[config.mk]
export PLATFORM = sky130hd
export DESIGN_NAME = hazard_ctrl_mc
export DESIGN_NICKNAME = d
export VERILOG_FILES = /design/src/rtl/hazard_ctrl_mc.sv
export SDC_FILE = /design/constraint.sdc
export NUM_CORES = 1
export LEC_CHECK = 0
export CAP_MARGIN = 10
export CORE_ASPECT_RATIO = 1.5
export CORE_UTILIZATION = 40
export CTS_BUF_LIST = sky130_fd_sc_hd__clkbuf_4
export CTS_CLUSTER_DIAMETER = 150
export DETAILED_ROUTE_END_ITERATION = 10
export GPL_TIMING_DRIVEN = 0
export PLACE_DENSITY = 0.77
export SETUP_SLACK_MARGIN = 0.3
export SLEW_MARGIN = 20
export SYNTH_ARGS = -nofsm -noshare
export SYNTH_HDL_FRONTEND = slang
export SYNTH_SLANG_ARGS = --single-unit
export TNS_END_PERCENT = 10
[constraint.sdc]
create_clock -name clk -period 2.05 [get_ports clk]
set_clock_uncertainty 0.05 [all_clocks]
set_input_delay 0.41 -clock clk [delete_from_list [all_inputs] [get_ports clk]]
set_output_delay 0.41 -clock clk [all_outputs]
set_load 0.01 [all_outputs]
[src/rtl/hazard_ctrl_mc.sv]
// Hazard/pipeline controller for the 5-stage RV32 core: forwarding, load-use,
// branch flush, fixed-latency multicycle execute, memory wait states and a stall counter.
module hazard_ctrl_mc #(
    parameter int REG_AW      = 5,
    parameter int MC_LAT      = 4,
    parameter int MEM_TIMEOUT = 64,
    parameter int CNT_W       = 16
) (
    input  logic              clk,
    input  logic              reset,
    input  logic [REG_AW-1:0] Rs1D,
    input  logic [REG_AW-1:0] Rs2D,
    input  logic [REG_AW-1:0] Rs1E,
    input  logic [REG_AW-1:0] Rs2E,
    input  logic [REG_AW-1:0] RdE,
    input  logic [REG_AW-1:0] RdM,
    input  logic [REG_AW-1:0] RdW,
    input  logic              RegWriteM,
    input  logic              RegWriteW,
    input  logic [1:0]        ResultSrcE,
    input  logic              PCSrcE,
    input  logic              McStartE,
    input  logic              MemReqM,
    input  logic              MemReadyM,
    output logic [1:0]        ForwardAE,
    output logic [1:0]        ForwardBE,
    output logic              StallF,
    output logic              StallD,
    output logic              StallE,
    output logic              StallM,
    output logic              FlushD,
    output logic              FlushE,
    output logic              FlushM,
    output logic              FlushW,
    output logic              McBusy,
    output logic              McDoneE,
    output logic              MemErr,
    output logic [CNT_W-1:0]  PerfStallCnt
);

    localparam int MCW  = (MC_LAT > 2) ? $clog2(MC_LAT - 1) : 1;
    localparam int MEMW = $clog2(MEM_TIMEOUT + 1);
    localparam logic [MCW-1:0]  MC_INIT   = MCW'((MC_LAT > 1) ? (MC_LAT - 2) : 0);
    localparam logic [MEMW-1:0] MEM_LIMIT = MEMW'(MEM_TIMEOUT);

    typedef enum logic [1:0] {
        ST_RUN      = 2'd0,
        ST_MC_WAIT  = 2'd1,
        ST_MEM_WAIT = 2'd2
    } state_t;

    state_t            r_state;
    state_t            r_ret_state;
    state_t            w_next_state;
    state_t            w_eff_state;
    logic [MCW-1:0]    r_mc_cnt;
    logic [MEMW-1:0]   r_mem_cnt;
    logic              r_mem_err;
    logic [CNT_W-1:0]  r_perf_cnt;
    logic              w_mem_stall;
    logic              w_lw_stall;
    logic              w_mc_load;
    logic              w_mc_dec;
    logic [1:0]        w_fwd_a;
    logic [1:0]        w_fwd_b;

    function automatic logic [1:0] fwd_sel(
        input logic [REG_AW-1:0] rs,
        input logic              regwrite_m,
        input logic [REG_AW-1:0] rd_m,
        input logic              regwrite_w,
        input logic [REG_AW-1:0] rd_w
    );
        if (regwrite_m && (rd_m != '0) && (rd_m == rs))
            return 2'b10;
        else if (regwrite_w && (rd_w != '0) && (rd_w == rs))
            return 2'b01;
        else
            return 2'b00;
    endfunction

    assign w_fwd_a     = fwd_sel(Rs1E, RegWriteM, RdM, RegWriteW, RdW);
    assign w_fwd_b     = fwd_sel(Rs2E, RegWriteM, RdM, RegWriteW, RdW);
    assign w_mem_stall = MemReqM && !MemReadyM;
    assign w_lw_stall  = (ResultSrcE == 2'b01) && (RdE != '0) &&
                         ((Rs1D == RdE) || (Rs2D == RdE));
    // A memory wait behaves like the state it interrupted once memory is ready.
    assign w_eff_state = (r_state == ST_MEM_WAIT) ? r_ret_state : r_state;

    always_comb begin
        w_next_state = r_state;
        w_mc_load    = 1'b0;
        w_mc_dec     = 1'b0;
        ForwardAE    = 2'b00;
        ForwardBE    = 2'b00;
        StallF       = 1'b0;
        StallD       = 1'b0;
        StallE       = 1'b0;
        StallM       = 1'b0;
        FlushD       = 1'b0;
        FlushE       = 1'b0;
        FlushM       = 1'b0;
        FlushW       = 1'b0;
        McBusy       = 1'b0;
        McDoneE      = 1'b0;
        if (reset) begin
            w_next_state = ST_RUN;
            FlushD       = 1'b1;
            FlushE       = 1'b1;
            FlushM       = 1'b1;
            FlushW       = 1'b1;
        end else begin
            ForwardAE = w_fwd_a;
            ForwardBE = w_fwd_b;
            if (w_mem_stall) begin
                w_next_state = ST_MEM_WAIT;
                StallF       = 1'b1;
                StallD       = 1'b1;
                StallE       = 1'b1;
                StallM       = 1'b1;
                FlushW       = 1'b1;
                McBusy       = (w_eff_state == ST_MC_WAIT);
            end else begin
                case (w_eff_state)
                    ST_MC_WAIT: begin
                        McBusy = 1'b1;
                        if (r_mc_cnt == '0) begin
                            McDoneE      = 1'b1;
                            w_next_state = ST_RUN;
                        end else begin
                            w_next_state = ST_MC_WAIT;
                            w_mc_dec     = 1'b1;
                            StallF       = 1'b1;
                            StallD       = 1'b1;
                            StallE       = 1'b1;
                            FlushM       = 1'b1;
                        end
                    end
                    default: begin
                        w_next_state = ST_RUN;
                        if (McStartE) begin
                            // Multicycle ops never redirect, so PCSrcE is ignored here.
                            if (MC_LAT == 1) begin
                                McDoneE = 1'b1;
                                StallF  = w_lw_stall;
                                StallD  = w_lw_stall;
                                FlushE  = w_lw_stall;
                            end else begin
                                w_next_state = ST_MC_WAIT;
                                w_mc_load    = 1'b1;
                                StallF       = 1'b1;
                                StallD       = 1'b1;
                                StallE       = 1'b1;
                                FlushM       = 1'b1;
                            end
                        end else begin
                            StallF = w_lw_stall;
                            StallD = w_lw_stall && !PCSrcE;
                            FlushD = PCSrcE;
                            FlushE = w_lw_stall || PCSrcE;
                        end
                    end
                endcase
            end
        end
    end

    always_ff @(posedge clk) begin
        if (reset) begin
            r_state     <= ST_RUN;
            r_ret_state <= ST_RUN;
            r_mc_cnt    <= '0;
            r_mem_cnt   <= '0;
            r_mem_err   <= 1'b0;
            r_perf_cnt  <= '0;
        end else begin
            r_state <= w_next_state;
            if (w_mem_stall && (r_state != ST_MEM_WAIT))
                r_ret_state <= r_state;
            if (w_mc_load)
                r_mc_cnt <= MC_INIT;
            else if (w_mc_dec)
                r_mc_cnt <= r_mc_cnt - 1'b1;
            if (w_mem_stall) begin
                if (r_mem_cnt != MEM_LIMIT)
                    r_mem_cnt <= r_mem_cnt + 1'b1;
                if (r_mem_cnt == MEM_LIMIT - 1'b1)
                    r_mem_err <= 1'b1;
            end else begin
                r_mem_cnt <= '0;
            end
            if (StallF && (r_perf_cnt != {CNT_W{1'b1}}))
                r_perf_cnt <= r_perf_cnt + 1'b1;
        end
    end

    assign MemErr       = r_mem_err;
    assign PerfStallCnt = r_perf_cnt;

endmodule

# After elaboration in Yosys (flattened, before gate mapping)
# Index checks and enable logic that the tools add are counted.
[classes]
reduce_logical = 25
mux = 52
n_bitwise = 1
add_sub_neg = 3
eq_ne = 13
[ops]
columns = ["cell", "count"]
rows = [
  ["$mux 1", 43],
  ["$eq 5x5->1", 6],
  ["$mux 2", 9],
  ["$add 16x1->16 const B", 1],
  ["$ne 16x16->1 const B", 1],
  ["$reduce_bool 5->1", 3],
  ["$logic_and 1x1->1", 12],
  ["$add 7x1->7 const B", 1],
  ["$eq 7x6->1 const B", 1],
  ["$ne 7x7->1 const B", 1],
  ["$reduce_or 2->1", 3],
  ["$eq 2x1->1 const B", 2],
  ["$eq 2x2->1 const B", 1],
  ["$logic_not 1->1", 2],
  ["$logic_not 2->1", 1],
  ["$logic_or 1x1->1", 2],
  ["$ne 2x2->1 const B", 1],
  ["$reduce_and 2->1", 1],
  ["$reduce_bool 2->1", 1],
  ["$sub 2x1->2 const B", 1],
  ["$not 1->1", 1],
]
[word_totals]
wordCells = 102
out_inout_bits = 31
register_bits = 30

# Depth between registers and ports, before layout
# Gate-level depths: netlist (run 1).
[logic_depth]
word_depth = 8
ltp_mapped = 11
mapped_depth_nobuf = 9

# Worst setup path before layout (run 1)
# No wires, ideal clock.
[synth_timing]
kind = "input to output"
start = "input RdM[1]"
end = "output ForwardAE[0]"
n_path_buf = 0
t_arrival_ns = 1.773
path_stages = 4
path_slack_ns = -0.183
cell_sequence = "or4_1 > o21ai_0 > nor3_1 > nor4_1"
[synth_via]
elab_chain_cells = 5
elab_cells_between_ends = 6
cone_classes = "eq/ne (1); mux (2); reduce/logical (3)"
[synth_rtl]
columns = ["element", "line_no", "source"]
rows = [
  ["start: declaration", "16", "input logic [REG_AW-1:0] RdM,"],
  ["$reduce_bool 5->1", "74", "if (regwrite_m && (rd_m != '0) && (rd_m == rs))"],
  ["$logic_and 1x1->1", "74", ""],
  ["$logic_and 1x1->1 *", "74", ""],
  ["$mux 2 *", "74", ""],
  ["$mux 2 *", "106", "if (reset) begin"],
  ["end: declaration", "25", "output logic [1:0] ForwardAE,"],
]
# Every way passes the cells marked *; elsewhere a longest branch is shown, timed or not.

# Worst setup path in the final report (run 1)
[layout_timing]
start = "register r_mc_cnt[0]"
end = "output StallD"
[layout_via]
elab_chain_cells = 5
[layout_rtl]
columns = ["element", "line_no", "source"]
rows = [
  ["start: declaration", "56", "logic [MCW-1:0] r_mc_cnt;"],
  ["start signal: assignment", "183", "r_mc_cnt <= r_mc_cnt - 1'b1;"],
  ["$logic_not 2->1", "127", "if (r_mc_cnt == '0) begin"],
  ["$mux 1", "127", ""],
  ["$mux 1", "124", "case (w_eff_state)"],
  ["$mux 1", "115", "if (w_mem_stall) begin"],
  ["$mux 1", "106", ""],
  ["end: declaration", "28", "output logic StallD,"],
]
# Every way passes these cells.

==> summary by stage, run 1 <==
Logic synthesis
In this run the biggest area consumer among cell types represents 30.93% of the synthesized area. Summed over all instances, the cell type with the most area after synthesis is sky130_fd_sc_hd__dfxtp_1. The synthesized instance count is 240. The synthesized design contains 30 register bits.

By count the netlist is led by 30 x sky130_fd_sc_hd__dfxtp_1, 28 x sky130_fd_sc_hd__nor2_1, 27 x sky130_fd_sc_hd__xnor2_1. The share of the Yosys chip area taken by registers is 30.93%. Yosys mapped the design onto 40 distinct sky130hd cell types. The number of warnings reported in the yosys synthesis log is 0. Yosys mapped a number of flops with a built-in enable equal to 0.

The leading cell type by number of instances after synthesis is sky130_fd_sc_hd__dfxtp_1. Ranked by total cell area, the synthesized netlist is headed by sky130_fd_sc_hd__dfxtp_1 31%, sky130_fd_sc_hd__xnor2_1 12%, sky130_fd_sc_hd__xor2_1 6.8%. Each instance of the synthesized netlist takes up on average 8.091 um2. The synthesized net count is 289. Of all flip-flops after synthesis, the portion carrying an async set or reset was 0%. The total standard cell area after synthesis is 1942 um2.

Among all flip-flop cells after synthesis, the most frequent one is sky130_fd_sc_hd__dfxtp_1.

STA
The transition at the pin with the smallest max-transition slack is 0.5887 ns. The post-route worst setup slack is -0.3613 ns. Setup violations remaining at the end of the flow were counted as 21.

Of the available clock period, the critical path in the final layout requires 117.6%. The number of pins with negative max-slew slack in the final report is 0. Setup repair after global routing could not meet its margin everywhere. The final count of hold timing violations is 0. The final critical-path required period is 2.411 ns.

Timing would allow up to 414.7 MHz. Headroom to the max-slew limit came out at 60.76%.

Worst setup path
The minimum setup slack among reg-to-reg paths is -0.26 ns. For this design, the slowest cell found on the critical path is sky130_fd_sc_hd__dfxtp_2. Along the worst path, the maximum fanout reaches 4. Traced cell by cell, the critical path runs through inv_2 > ha_4 > nand4bb_1 > o211ai_1 > a31oi_4 > a21o_1 > buf_6 > a21boi_2 > buf_2. The buffering stage count on the worst path with inverters included is 3.

The arrival time reported for the critical path endpoint is 1.95 ns. STA puts the critical path data required time at 1.59 ns. The worst setup path is captured at an output port. The critical path startpoint category is a flip-flop. In this design, the stage delay of the slowest critical-path cell is 0.34 ns. The critical path start-end classification is flip-flop to output port. The gate family responsible for the most delay along the worst path is compound AO/OA/AOI/OAI gates.

Routing
Wires add up to 5324 um. The wire length on met2 is 2908 um. The initial DRC count is 47. The antenna violation net count after detailed routing is 0. The routed wire length per instance is 13.34 um. In the final routing, the length of wire on met1 measures 2048 um.

The via density per instance is 5.223. Across all layers, the routed design uses 2,084 vias. The detailed route wirelength on metal3 is 282 um. The highest metal layer carrying signal wires in the routed design is met4. The post-route DRC violation count is 0. The detailed-router iteration count before antenna repair is 4.

Layout
The area of the multi-input gates is 1429 um2. The share of layout cells above drive strength 1 is 28.66%. The antenna diode count is 0. The relative area change from synthesis to final layout is 56.44%. After the last flow step, the layout net total stands at 383. In the final layout, flip-flops and latches occupy 616.8 um2. The finished layout holds 399 standard cells, fillers aside. The layout filler cell count is 419.

Placed design
The number of placed instances, taps included, is 378. The setup slack after placement is -1.019 ns. The half-perimeter wire length after placement is 3950 um. The last weighted congestion value of the routability-driven placer is 0.7930.

Port buffering added 74 buffers.

Hold path
In this run the worst hold path is classified as input port to flip-flop.

Power and ir drop
Of the total power, registers draw 45.6%. The fraction of power consumed by combinational cells is 28.5%. The switching power is 394.9 uW. The clock power share is 26.0%. The proportion of total power due to net switching is 29.45%.

The static leakage is 0.001216 uW. The largest vdd supply drop is 0.3149 mV. The power density relative to cell area is 441.3 nW/um2. Internal power comes to 945.8 uW.

Global routing
The first-pass GRT wire length is 8687 um. The number of global-route vias before repair is 2,033. The number of antenna violations at the first check in global routing is 0. Entering global routing, the biggest net connects 11 pins. The overall routing resource usage is 21.90%. The global route total overflow is 0.

Floorplan
The die is 87.34 um tall. 76 I/O pins were placed. The initial core utilization is 42.40%.

The overall die area is 5143 um2. The width of the die is 58.89 um. After floorplanning, the core was sized to cover 4579 um2. The placement row count is 30.

Flow run
The max-cap violation count is 0.

Clock network
The clock latency reported for the late side of the worst-skew pair is 0.33 ns. The clock passes through at most 2 buffers. CTS built an H-tree with a depth of 2. Clock tree synthesis selected as its root buffer the cell sky130_fd_sc_hd__clkbuf_4. The number of buffers created by CTS is 5. TritonCTS built the clock tree.

After clock tree synthesis, the clock-pin slew on the worst setup and hold paths is 0.10 ns. The clock sink total is 30.

Run status
The checks that failed: negative setup slack. The flow ran to the end, but the final reports show violations.
## per-layer routing
metal / vias up / track usage (%)
li1: 1026 / -
met1: 979 / 23.57
met2: 70 / 40.19
met3: 9 / 5.349
met4: 0 / 8.009
met5: - / 0
## final timing paths
check / startpoint / end / depth (start not counted)
max: r_mc_cnt[0] / StallD / 9
min: reset / PerfStallCnt[2] / 3
max reg2reg: r_mc_cnt[0] / PerfStallCnt[15] / 10
min reg2reg: MemErr / MemErr / 2
## what timing repair did
| item | 4_1_cts | 5_1_grt |
|---|---|---|
| hold buffers | 0 | 0 |
| buffers inserted | 10 | 3 |
| resized for setup | 138 | 29 |
| endpoints found under the setup margin | 45 | 43 |
| pin swaps | 15 | 4 |
## logic make-up (layout without fill, tap and decap cells)
kind of cell / Yosys count / count (layout) / share of synthesized area, %
and+or+nand+nor: 106 / 106 / 28.41
xor gates and xnor gates: 42 / 42 / 18.94
AOI/OAI and AO/OA: 35 / 35 / 11.66
DFF: 30 / 30 / 30.93
buffers and inverters: 17 / 112 / 4.252
muxes: 6 / 6 / 3.222
adders and majority gates: 4 / 4 / 2.577
## cell usage in the layout, fill, tap and decap left out, types with 3 or more instances in the layout
| cell | count |
|---|---|
| sky130_fd_sc_hd__clkdlybuf4s50_1 | 29 |
| sky130_fd_sc_hd__nor2_1 | 27 |
| sky130_fd_sc_hd__xnor2_1 | 26 |
| sky130_fd_sc_hd__dfxtp_1 | 19 |
| sky130_fd_sc_hd__nand2_1 | 17 |
| sky130_fd_sc_hd__buf_2 | 16 |
| sky130_fd_sc_hd__xor2_1 | 15 |
| sky130_fd_sc_hd__buf_4 | 13 |
| sky130_fd_sc_hd__dlygate4sd2_1 | 13 |
| sky130_fd_sc_hd__dfxtp_2 | 10 |
| sky130_fd_sc_hd__nand3_1 | 10 |
| sky130_fd_sc_hd__a21oi_1 | 9 |
| sky130_fd_sc_hd__inv_1 | 6 |
| sky130_fd_sc_hd__nor3_1 | 6 |
| sky130_fd_sc_hd__o21ai_0 | 6 |
| sky130_fd_sc_hd__clkbuf_4 | 6 |
| sky130_fd_sc_hd__or4_1 | 5 |
| sky130_fd_sc_hd__clkbuf_2 | 5 |
| sky130_fd_sc_hd__buf_6 | 5 |
| sky130_fd_sc_hd__dlymetal6s2s_1 | 5 |
| sky130_fd_sc_hd__and3_1 | 4 |
| sky130_fd_sc_hd__nand4_1 | 4 |
| sky130_fd_sc_hd__mux2i_1 | 4 |
| sky130_fd_sc_hd__or3_1 | 4 |
| sky130_fd_sc_hd__clkdlybuf4s15_2 | 4 |
| sky130_fd_sc_hd__or4_4 | 3 |
| sky130_fd_sc_hd__nor3_4 | 3 |
| sky130_fd_sc_hd__nor2b_1 | 3 |
| sky130_fd_sc_hd__a21o_1 | 3 |
| sky130_fd_sc_hd__a21oi_2 | 3 |
| sky130_fd_sc_hd__nand2b_1 | 3 |
## area by class of cell
cell class	count	area share, %
Multi-Input combinational cell	193	47.03
Timing Repair Buffer	87	25.04
Sequential cell	30	20.30
Tap cell	64	2.636
Buffer	9	2.224
Clock buffer	6	1.483
Inverter	8	0.9885
Clock inverter	2	0.2883
## sequential cells by signal (all words and copies together), names as in the netlist
signal / cells
r_state: 2
r_ret_state: 2
MemErr: 1
r_mc_cnt: 2
PerfStallCnt: 16
r_mem_cnt: 7
## per-stage QoR
stage | area, um2 | hold WS [ns] | power [uW] | setup TNS, ns | util [%]
6_report | 3038 | 0.3400 | 1341 | -3.513 | 66.34
5_1_grt | 3038 | 0.3349 | 1414 | -5.548 | 66.34
4_1_cts | 2994 | 0.3299 | 1334 | -3.649 | 65.38
3_5_place_dp | 2804 | 0.4106 | 958.9 | -16.33 | 61.23
3_3_place_gp | 2804 | 0.4051 | 954.0 | -16.21 | 61.23
2_1_floorplan | 1983 | 0.4119 | 785.6 | -0.02918 | -
## power groups by stage
stage                     clock network [uW]  logic (uW)  registers, uW
after floorplan                            0         166            620
after global placement                     0         334            620
after detailed placement                   0         339            620
after CTS                                354         370            610
after global routing                     387         414            613
final                                    348         382            611
## worst reg2reg max path: cells and delay by family, from the launching register on
| kind | cells | cell delay (ns) |
|---|---|---|
| buffers and inverters | 3 | 0.30 |
| DFF | 1 | 0.35 |
| AOI/OAI and AO/OA | 4 | 0.79 |
| adders and majority gates | 1 | 0.17 |
| and+or+nand+nor | 2 | 0.59 |
Power figures use the tool's default switching activity.
==> run 2: changes to the inputs <==
--- a/config.mk
+++ b/config.mk
@@ -7,12 +7,13 @@
 export LEC_CHECK = 0
 export CAP_MARGIN = 10
 export CORE_ASPECT_RATIO = 1.5
-export CORE_UTILIZATION = 40
+export CORE_UTILIZATION = 35
 export CTS_BUF_LIST = sky130_fd_sc_hd__clkbuf_4
 export CTS_CLUSTER_DIAMETER = 150
+export CTS_CLUSTER_SIZE = 28
 export DETAILED_ROUTE_END_ITERATION = 10
 export GPL_TIMING_DRIVEN = 0
-export PLACE_DENSITY = 0.77
+export PLACE_DENSITY = 0.69
 export SETUP_SLACK_MARGIN = 0.3
 export SLEW_MARGIN = 20
 export SYNTH_ARGS = -nofsm -noshare
==> summary by stage, run 2 (synthesis gave the netlist of run 1 again) <==
Worst setup path
The number of buffers and inverters on the critical path is 3. The critical path start-end classification is input port to output port. Walking the worst path, the cells encountered are dlygate4sd2_1 > or4_4 > o21ai_2 > nor3_2 > a21o_1 > buf_6 > a21boi_2 > buf_2. Data on the critical path is required at its endpoint by 1.59 ns.

The worst setup path is launched from an input port. The peak per-stage delay on the critical path is 0.43 ns. The arrival time reported for the critical path endpoint is 1.87 ns. The worst setup path is captured at an output port.

Of all nets on the critical path, the largest fanout is 3. The worst register-to-register path has a setup slack of -0.15 ns. Measured in cells, the most critical reg-to-reg path has a length of 11. The highest-delay cell along the critical path is sky130_fd_sc_hd__or4_4. In this design, the largest share of critical-path delay is due to buffers and inverters. The worst register-to-register path ends at PerfStallCnt[13]. In this run the critical register-to-register path is launched from r_mc_cnt[0].

Clock network
The clock tree synthesis step divided the H-tree into 2 levels. TritonCTS built the clock tree. The clock latency reported for the late side of the worst-skew pair is 0.32 ns. The deepest clock path buffer count is 2.

Clock tree synthesis inserted a total of 5 buffers. The root buffer cell is sky130_fd_sc_hd__clkbuf_4. The clock sink total is 30. Clock-pin slew was measured on the worst setup and hold paths at 0.09 ns. The number of buffers inserted for hold repair after clock tree synthesis is 0.

Global routing
The number of antenna violations at the first check in global routing is 0. The number of global-route vias before repair came to 2,052. The global route total overflow is 0.

Global routing consumed, over all layers together, 19.08% of the routing resources. The first-pass GRT wire length is 8935 um. The largest net degree at the start of global routing is 11.

STA
The final count of hold timing violations is 0. Dividing the final minimum period by the clock period gives 113.5%. The smallest hold slack is 0.3449 ns. The count of final setup violators is 19. Setup repair after global routing could not meet its margin everywhere.

The final critical-path required period is 2.327 ns. The post-route worst setup slack is -0.2774 ns. Measured against its own limit, the worst slew margin works out to 65.16%. Timing would allow up to 429.7 MHz.

The transition at the pin with the smallest max-transition slack is 0.5227 ns. The number of pins with negative max-slew slack in the final report was 0.

Floorplan
The placement row count is 32. The die is 93.23 um tall. 76 I/O pins were placed. The overall die area is 5856 um2. The initial core utilization is 37.02%. The standard cell core area is 5245 um2. The die is 62.82 um wide.

Layout
Relative to the synthesized area, the layout overhead comes to 58.44%. The final core utilization is 58.66%. The share of layout cells above drive strength 1 is 30.27%. The final instance count without filler cells is 405.

The antenna diode count is 0. The top cell types in the final layout, fill and taps aside, are 28 x sky130_fd_sc_hd__clkdlybuf4s50_1, 26 x sky130_fd_sc_hd__xnor2_1, 25 x sky130_fd_sc_hd__nor2_1. The register with the most flip-flops in the layout has 16 of them. The most common library cell in the layout ignoring fill and taps is sky130_fd_sc_hd__clkdlybuf4s50_1. After filler insertion, the fill cell instance count of the layout stands at 488. In the final design database the tool counted 385 nets. The final non-filler cell area is 3077 um2.

Run status
The checks that failed: negative setup slack. The flow ran to the end, but the final reports show violations.

Hold path
The number of cells traversed by the worst hold path is 3. The path with the worst hold slack has its endpoint at PerfStallCnt[4]. The class of the tightest hold or removal check is input port to flip-flop. The launch instance of the worst min-delay path is reset.

Routing
The detailed-route via count is 2,084. After detailed routing, the number of remaining DRC violations is 0. The first detailed-routing pass took 4 iterations. The first routing iteration left 86 violations. After detailed routing, the number of vias per cell comes to 5.146.

The antenna violation net count after detailed routing is 0. The routed wire length per instance is 13.00 um. The detailed-route wire length is 5263 um.

Power and ir drop
In this run the static leakage power is 0.001269 uW. VDD sags by at most 0.2661 mV. The power density relative to cell area is 433.2 nW/um2.

Placed design
Routability-driven placement finished with a final weighted congestion of 0.7877. The total of buffers placed on input and output ports is 74. The number of placed instances, taps included is 382.

The setup slack after placement is -1.076 ns. The placed cell area is 2809 um2. Detailed placement ended at an HPWL of 3978 um.

Flow run
The max-cap violation count is 0.
-- run 2: layout make-up --
type	instances	area, um2	share of cell area [%]
clock buffer	6	45.04	1.464
buffer	9	67.56	2.196
tap	68	85.08	2.765
multi-input combinational	193	1428	46.40
sequential	30	623.1	20.25
clock inverter	2	8.758	0.2847
inverter	8	30.03	0.9760
timing repair buffer	89	789.5	25.66
-- run 2: where the power goes --
part	switching [uW]	total, uW	internal [uW]
combinational	169	377	208
clock	205	347	142
sequential	14.6	610	595
total	388	1330	945
-- run 2: repair_timing --
| item | in CTS | in global routing |
|---|---|---|
| buffers inserted | 10 | 5 |
| resized for setup | 153 | 25 |
| endpoints found under the setup margin | 44 | 45 |
| pin swaps | 17 | 12 |
| gates cloned | 0 | 0 |
-- run 2: worst max path at each step --
| stage | cells past startpoint | slack (ns) | end | startpoint |
|---|---|---|---|---|
| 5_1_grt | 9 | -0.39 | StallD | r_mc_cnt[0] |
| 6_report | 8 | -0.28 | StallD | RdE[4] |
| 3_3_place_gp | 8 | -1.04 | StallD | RdE[1] |
| 2_1_floorplan | 9 | -0.02 | PerfStallCnt[4] | RdE[1] |
| 3_5_place_dp | 8 | -1.08 | StallD | RdE[1] |
| 4_1_cts | 8 | -0.31 | StallD | r_mc_cnt[1] |
-- run 2: through the flow --
stage / TNS, ns / total power [uW]
after global routing: -4.411 / 1410
after CTS: -2.840 / 1329
after detailed placement: -17.28 / 961.2
after global placement: -16.53 / 957.1
final: -2.192 / 1333
after floorplan: -0.02918 / 785.6
-- run 2: per-layer routing --
layer | track usage, % | vias to the layer above | share of wire (%)
met2 | 34.69 | 73 | 51
met4 | 7.558 | 0 | 1.8
li1 | - | 1036 | -
met3 | 4.756 | 8 | 6.6
met1 | 20.90 | 967 | 40
met5 | 0 | - | 0
-- run 2: worst min-delay path, stage by stage --
cell and delay [ns]:
sky130_fd_sc_hd__buf_8 0.11, sky130_fd_sc_hd__nand2b_1 0.10, sky130_fd_sc_hd__mux2i_1 0.06
==> run 3: changes to the inputs <==
--- a/config.mk
+++ b/config.mk
@@ -5,6 +5,7 @@
 export SDC_FILE = /design/constraint.sdc
 export NUM_CORES = 1
 export LEC_CHECK = 0
+export ABC_CLOCK_PERIOD_IN_PS = 2050
 export CAP_MARGIN = 10
 export CORE_ASPECT_RATIO = 1.5
 export CORE_UTILIZATION = 35
==> results of run 3 <==
Same layout as run 2: the final DEF is identical, and so are final timing and power.
